--- config.mk ---
export PLATFORM = sky130hd
export DESIGN_NAME = gost_28147_89_mac
export DESIGN_NICKNAME = d
export VERILOG_FILES = /design/src/rtl/gost_28147_89_mac.sv
export SDC_FILE = /design/constraint.sdc
export NUM_CORES = 1
export LEC_CHECK = 0
export ABC_AREA = 1
export CAP_MARGIN = 15
export CORE_MARGIN = 5
export CORE_UTILIZATION = 45
export DETAILED_ROUTE_END_ITERATION = 10
export PLACE_DENSITY = 0.79
export SLEW_MARGIN = 20
export SYNTH_ARGS = -nofsm -noshare
export SYNTH_HDL_FRONTEND = slang
export SYNTH_SLANG_ARGS = --single-unit
--- constraint.sdc ---
create_clock -name clk -period 5.6 [get_ports clk]
set_clock_uncertainty 0.2 [all_clocks]
set_input_delay 1.12 -clock clk [delete_from_list [all_inputs] [get_ports clk]]
set_output_delay 1.12 -clock clk [all_outputs]
set_load 0.005 [all_outputs]
--- src/rtl/gost_28147_89_mac.sv ---
// gost_28147_89_mac
//   GOST 28147-89 imitovstavka (MAC) generator with optional tag verifier.
//   Each accepted 64-bit block is XORed into the accumulator {b,a} and then
//   run through 16 rounds, one per clock. The key schedule is K0..K7 twice,
//   and there is no final swap. On the last block the low MAC_W bits of the
//   round-16 result are registered as the tag.
//
// Ports
//   clk        system clock, rising edge
//   rst        asynchronous active-high reset
//   key[255:0] cipher key, K0 = key[255:224] ... K7 = key[31:0]
//   start      begin a new message; clears the accumulator, mac and mac_ok
//   din_valid  message block offered
//   din[63:0]  message block: [63:32] goes into b, [31:0] goes into a
//   last       marks the accepted block as the final one
//   din_ready  high in IDLE only
//   mac_valid  one-cycle pulse when the tag is complete
//   mac        tag, held until the next start or rst
//   tag_in     received tag to compare against
//   mac_ok     tag match flag, valid with mac_valid and held with mac
//
// Build option
//   GOST_MAC_VERIFY_EN  when defined, mac_ok compares the tag with tag_in.
//                       When undefined, mac_ok is constant 0.
//
// state | meaning
// IDLE  | waiting for a block; din_ready = 1
// ROUND | 16 transform rounds on the accumulator; din_ready = 0

module gost_28147_89_mac #(
  parameter int MAC_W = 32
) (
  input  logic             clk,
  input  logic             rst,
  input  logic [255:0]     key,
  input  logic             start,
  input  logic             din_valid,
  input  logic [63:0]      din,
  input  logic             last,
  output logic             din_ready,
  output logic             mac_valid,
  output logic [MAC_W-1:0] mac,
  input  logic [MAC_W-1:0] tag_in,
  output logic             mac_ok
);

  typedef enum logic {IDLE, ROUND} state_t;

  // Project S-box table. Row j drives nibble j (row 0 = least significant).
  // Within a row, entry v sits at bits [63-4v -: 4].
  localparam logic [63:0] SBOX_ROW [8] = '{
    64'hC462A5B9E8D703F1,
    64'h68239A5C1E47BD0F,
    64'hB3582FADE174C960,
    64'hC821D4F670A53E9B,
    64'h7F5A816D093EB42C,
    64'h5DF692CAB78143E0,
    64'h8E25691CF4B0DA37,
    64'h17ED05834FA69CB2
  };

  function automatic logic [31:0] sbox_sub(input logic [31:0] x);
    logic [31:0] y;
    y = '0;
    for (int j = 0; j < 8; j++) begin
      y[4*j +: 4] = SBOX_ROW[j][{~x[4*j +: 4], 2'b00} +: 4];
    end
    return y;
  endfunction

  state_t      state_q, state_d;
  logic [31:0] a, b;
  logic [3:0]  i;
  logic        last_q;
  logic        accept;
  logic        tag_done;
  logic [31:0] k_cur, sum, sub, a_new;

  // {~i, 5'b0} = 32*(7-i): selects K0 at the top of the key bus.
  assign k_cur = key[{~i[2:0], 5'b00000} +: 32];
  assign sum   = a + k_cur;
  assign sub   = sbox_sub(sum);
  assign a_new = b ^ {sub[20:0], sub[31:21]};

  assign din_ready = (state_q == IDLE);
  assign accept    = din_valid & din_ready;
  // Abort by start wins over completing round 16.
  assign tag_done  = (state_q == ROUND) & ~start & (i == 4'd15) & last_q;

  always_ff @(posedge clk or posedge rst) begin
    if (rst) state_q <= IDLE;
    else     state_q <= state_d;
  end

  always_comb begin
    state_d = state_q;
    case (state_q)
      IDLE:    if (accept) state_d = ROUND;
      ROUND:   if (start || i == 4'd15) state_d = IDLE;
      default: state_d = IDLE;
    endcase
  end

  always_ff @(posedge clk or posedge rst) begin
    if (rst) begin
      a         <= '0;
      b         <= '0;
      i         <= '0;
      last_q    <= 1'b0;
      mac       <= '0;
      mac_valid <= 1'b0;
    end else begin
      mac_valid <= tag_done;
      if (start) mac <= '0;
      if (tag_done) mac <= a_new[MAC_W-1:0];

      if (state_q == IDLE) begin
        if (accept) begin
          // start in the same cycle makes this the first block of a message
          {b, a} <= (start ? 64'd0 : {b, a}) ^ din;
          last_q <= last;
          i      <= '0;
        end else if (start) begin
          {b, a} <= '0;
        end
      end else if (start) begin
        {b, a} <= '0;
        i      <= '0;
      end else begin
        a <= a_new;
        b <= a;
        i <= i + 4'd1;
      end
    end
  end

`ifdef GOST_MAC_VERIFY_EN
  always_ff @(posedge clk or posedge rst) begin
    if (rst)           mac_ok <= 1'b0;
    else if (tag_done) mac_ok <= (a_new[MAC_W-1:0] == tag_in);
    else if (start)    mac_ok <= 1'b0;
  end
`else
  logic unused_tag;
  assign unused_tag = ^tag_in;
  assign mac_ok     = 1'b0;
`endif

endmodule

==> flow_summary.ini <==
[run_status]
status = finished clean

[global_routing]
overflow = 0
busiest_layer = met2
antenna_found_initial = 3
grt_max_degree = 67
grt_pass1_wl_mm = 74.3
grt_pass1_vias = 13300
grtUsageTotal_pct = 33.0
met3_usage_pct = 4.46
met2_usage_pct = 56.0
use_met1_pct = 44.3

[floorplan]
die_w_um = 168
die_area_mm2 = 0.0281
core-area_mm2 = 0.0244
rows = 57
ios = 392
start_util_pct = 45.9
die_height_um = 168

[clocking]
ctsResizeCount = 0
cts.reportedPaths.clkPinSlew_ns = 0.09
post_cts_buffers = 0
hold_buffers = 0
insertion_delay_ns = 0.37
clockBufferDepth = 2
cts_buffers = 9
htree_levels = 3
clock_sinks = 103
cts_root_buffer = clkbuf_16
cts_tree = done

[synthesis]
synth_fp_nets = 2314
syn_inst = 1883
syn_area_per_cell_um2 = 5.94
ys_warn_count = 0
ys_ff_latch = 103
synth.largest_area_cell = dfrtp_1
synth_edf_count = 0
ys.flop_type = dfrtp_1
synth_cell_types = 42
synth_area_leaders = dfrtp_1 (23%), nand2_1 (19%), nor2_1 (9.5%)
yosysTopAreaCellShare_pct = 23.0
seq_area_frac_synth_pct = 23.0
synth_area_mm2 = 0.0112
async_flop_share_pct = 100

[routing]
num_vias = 14100
ant_nets = 0
wire_per_inst_um = 19.4
drc_errors = 0
drt_first_iter_violations = 1597
via_per_inst = 5.58
dr.pass1.iters = 6
routed_wl_mm = 48.8

[timing]
fin_crit_sh_pct = 88.5
timing.hold.ws_ns = 0.284
worst_pin_slew_ns = 0.988
slew_headroom_pct = 33.9
rsz0062_at_grt = false
drv_slew = 0
tns_ns = 0
fin_crit_ns = 4.96
fmax_mhz = 202
finalSetupViolations = 0
hold_viol = 0

[placement]
gp_congestion = 1.03
dpl.hpwl_mm = 38.7
io_buffers = 358

[power_and_ir_drop]
vdd_drop_max_uv = 318
p_leak_nw = 7.28
p_per_area_mw_per_mm2 = 482

[setup_path]
crit_type = primary input to flop
cp.arrival_ns = 5.01
startpoint = key[32]
rr_startpoint = i[0]
crit_fanout = 6
crit_required_ns = 5.66
start_kind = primary input
endpoint_kind = flop

[hold_path]
worstHoldStart = mac[19]
hold_class = flop to flop

[finish]
drive_gt1_share_pct = 2.74
nets = 2618
n_fill_cell = 2292
syn_to_final_growth_pct = 37.5

[flow_run]
drv_cap = 0
sequential cells by signal, indices dropped and copies added, names as in the netlist:
signal	flops
a	32
b	32
mac	32
i	4
last_q	1
mac_valid	1
state_q	1
where the power goes:
part	total, mW	switching, mW	internal (mW)
logic	5.62	3.69	1.93
registers	1.13	0.229	0.898
clock network	0.675	0.354	0.321
cell usage after synthesis, drive strengths merged (16+ instances only):
library cell / n
nand2: 557
a31oi: 48
a21oi: 70
o221ai: 29
a211oi: 18
o22ai: 34
dfrtp: 103
nand3: 156
nor2: 284
clkbuf: 71
inv: 162
o21ai: 185
ha: 73
buf: 16
layout by cell type (no fill, tap or decap), drive strengths merged, types with 8 or more instances in the layout:
master	count
dfrtp	103
nor2	284
o211ai	8
a31oi	48
nand3b	10
o22ai	34
nand3	156
buf	22
o21ai	185
a21oi	70
clkbuf	9
ha	73
xor2	15
nand2	557
a211oi	18
o221ai	29
inv	163
clkdlybuf4s50	358
xnor2	9
through the flow:
step | setup slack [ns] | utilization (%) | power, mW | area (um^2) | cells
after floorplan | 1.48 | - | 5.02 | 11200 | 1883
after global placement | 0.449 | 61.8 | 6.42 | 15100 | 2500
after detailed placement | 0.335 | 61.8 | 6.61 | 15100 | 2500
after CTS | 0.720 | 63.1 | 7.32 | 15400 | 2516
after global routing | 0.370 | 63.1 | 8.17 | 15400 | 2519
final | 0.642 | 63.1 | 7.42 | 15400 | 2519
worst paths after layout:
path	endpoint	slack (ns)	depth (start not counted)
max	a[3]	0.64	27
min	mac[19]	0.28	2
max reg2reg	a[3]	0.78	25
min reg2reg	mac[19]	0.28	2
max in group asynchronous	a[1]	3.03	3
min in group asynchronous	mac[11]	1.05	2
layer usage:
layer	vias up	routed length, um
met1	6492	20700
met3	63	3770
met4	0	1270
met2	646	23000
met5	-	0
li1	6858	-
kinds of logic after synthesis:
logic type | share of synthesized area [%]
and+or+nand+nor | 36.9
other | 0.0335
xor gates and xnor gates | 2.01
adders and majority gates | 8.34
AOI/OAI and AO/OA | 21.2
DFF | 23.0
buffers and inverters | 8.50
critical path: stages:
cell and delay, ns:
clkdlybuf4s50_1 0.46, o21ai_0 0.07, o22ai_1 0.17, nor2_1 0.05, a31oi_1 0.37, ha_1 0.25
inv_1 0.07, fa_1 0.43, inv_1 0.09, nand3_1 0.07, nand2_1 0.14, nand2_1 0.07
nand2_1 0.14, nand3_1 0.14, nand3_1 0.12, nand2_1 0.05, nand2_1 0.22, inv_1 0.11
ha_1 0.32, inv_1 0.06, nand2_1 0.10, nand2_1 0.08, nand2_1 0.07, nand2_1 0.07
nand2_1 0.06, nand3_1 0.07, nand2_1 0.06
layout make-up:
| class | instances | area [um^2] | share of cell area, % |
|---|---|---|---|
| inverters | 163 | 616 | 4.00 |
| flip-flops and latches | 103 | 2580 | 16.8 |
| repair buffers | 380 | 3790 | 24.6 |
| clock inverters | 7 | 86.3 | 0.561 |
| multi-input cells | 1530 | 7680 | 49.9 |
| clock buffers | 9 | 225 | 1.46 |
| diodes | 3 | 7.51 | 0.0488 |
| well taps | 324 | 405 | 2.63 |
No activity file was read; power rests on OpenSTA's default activity.
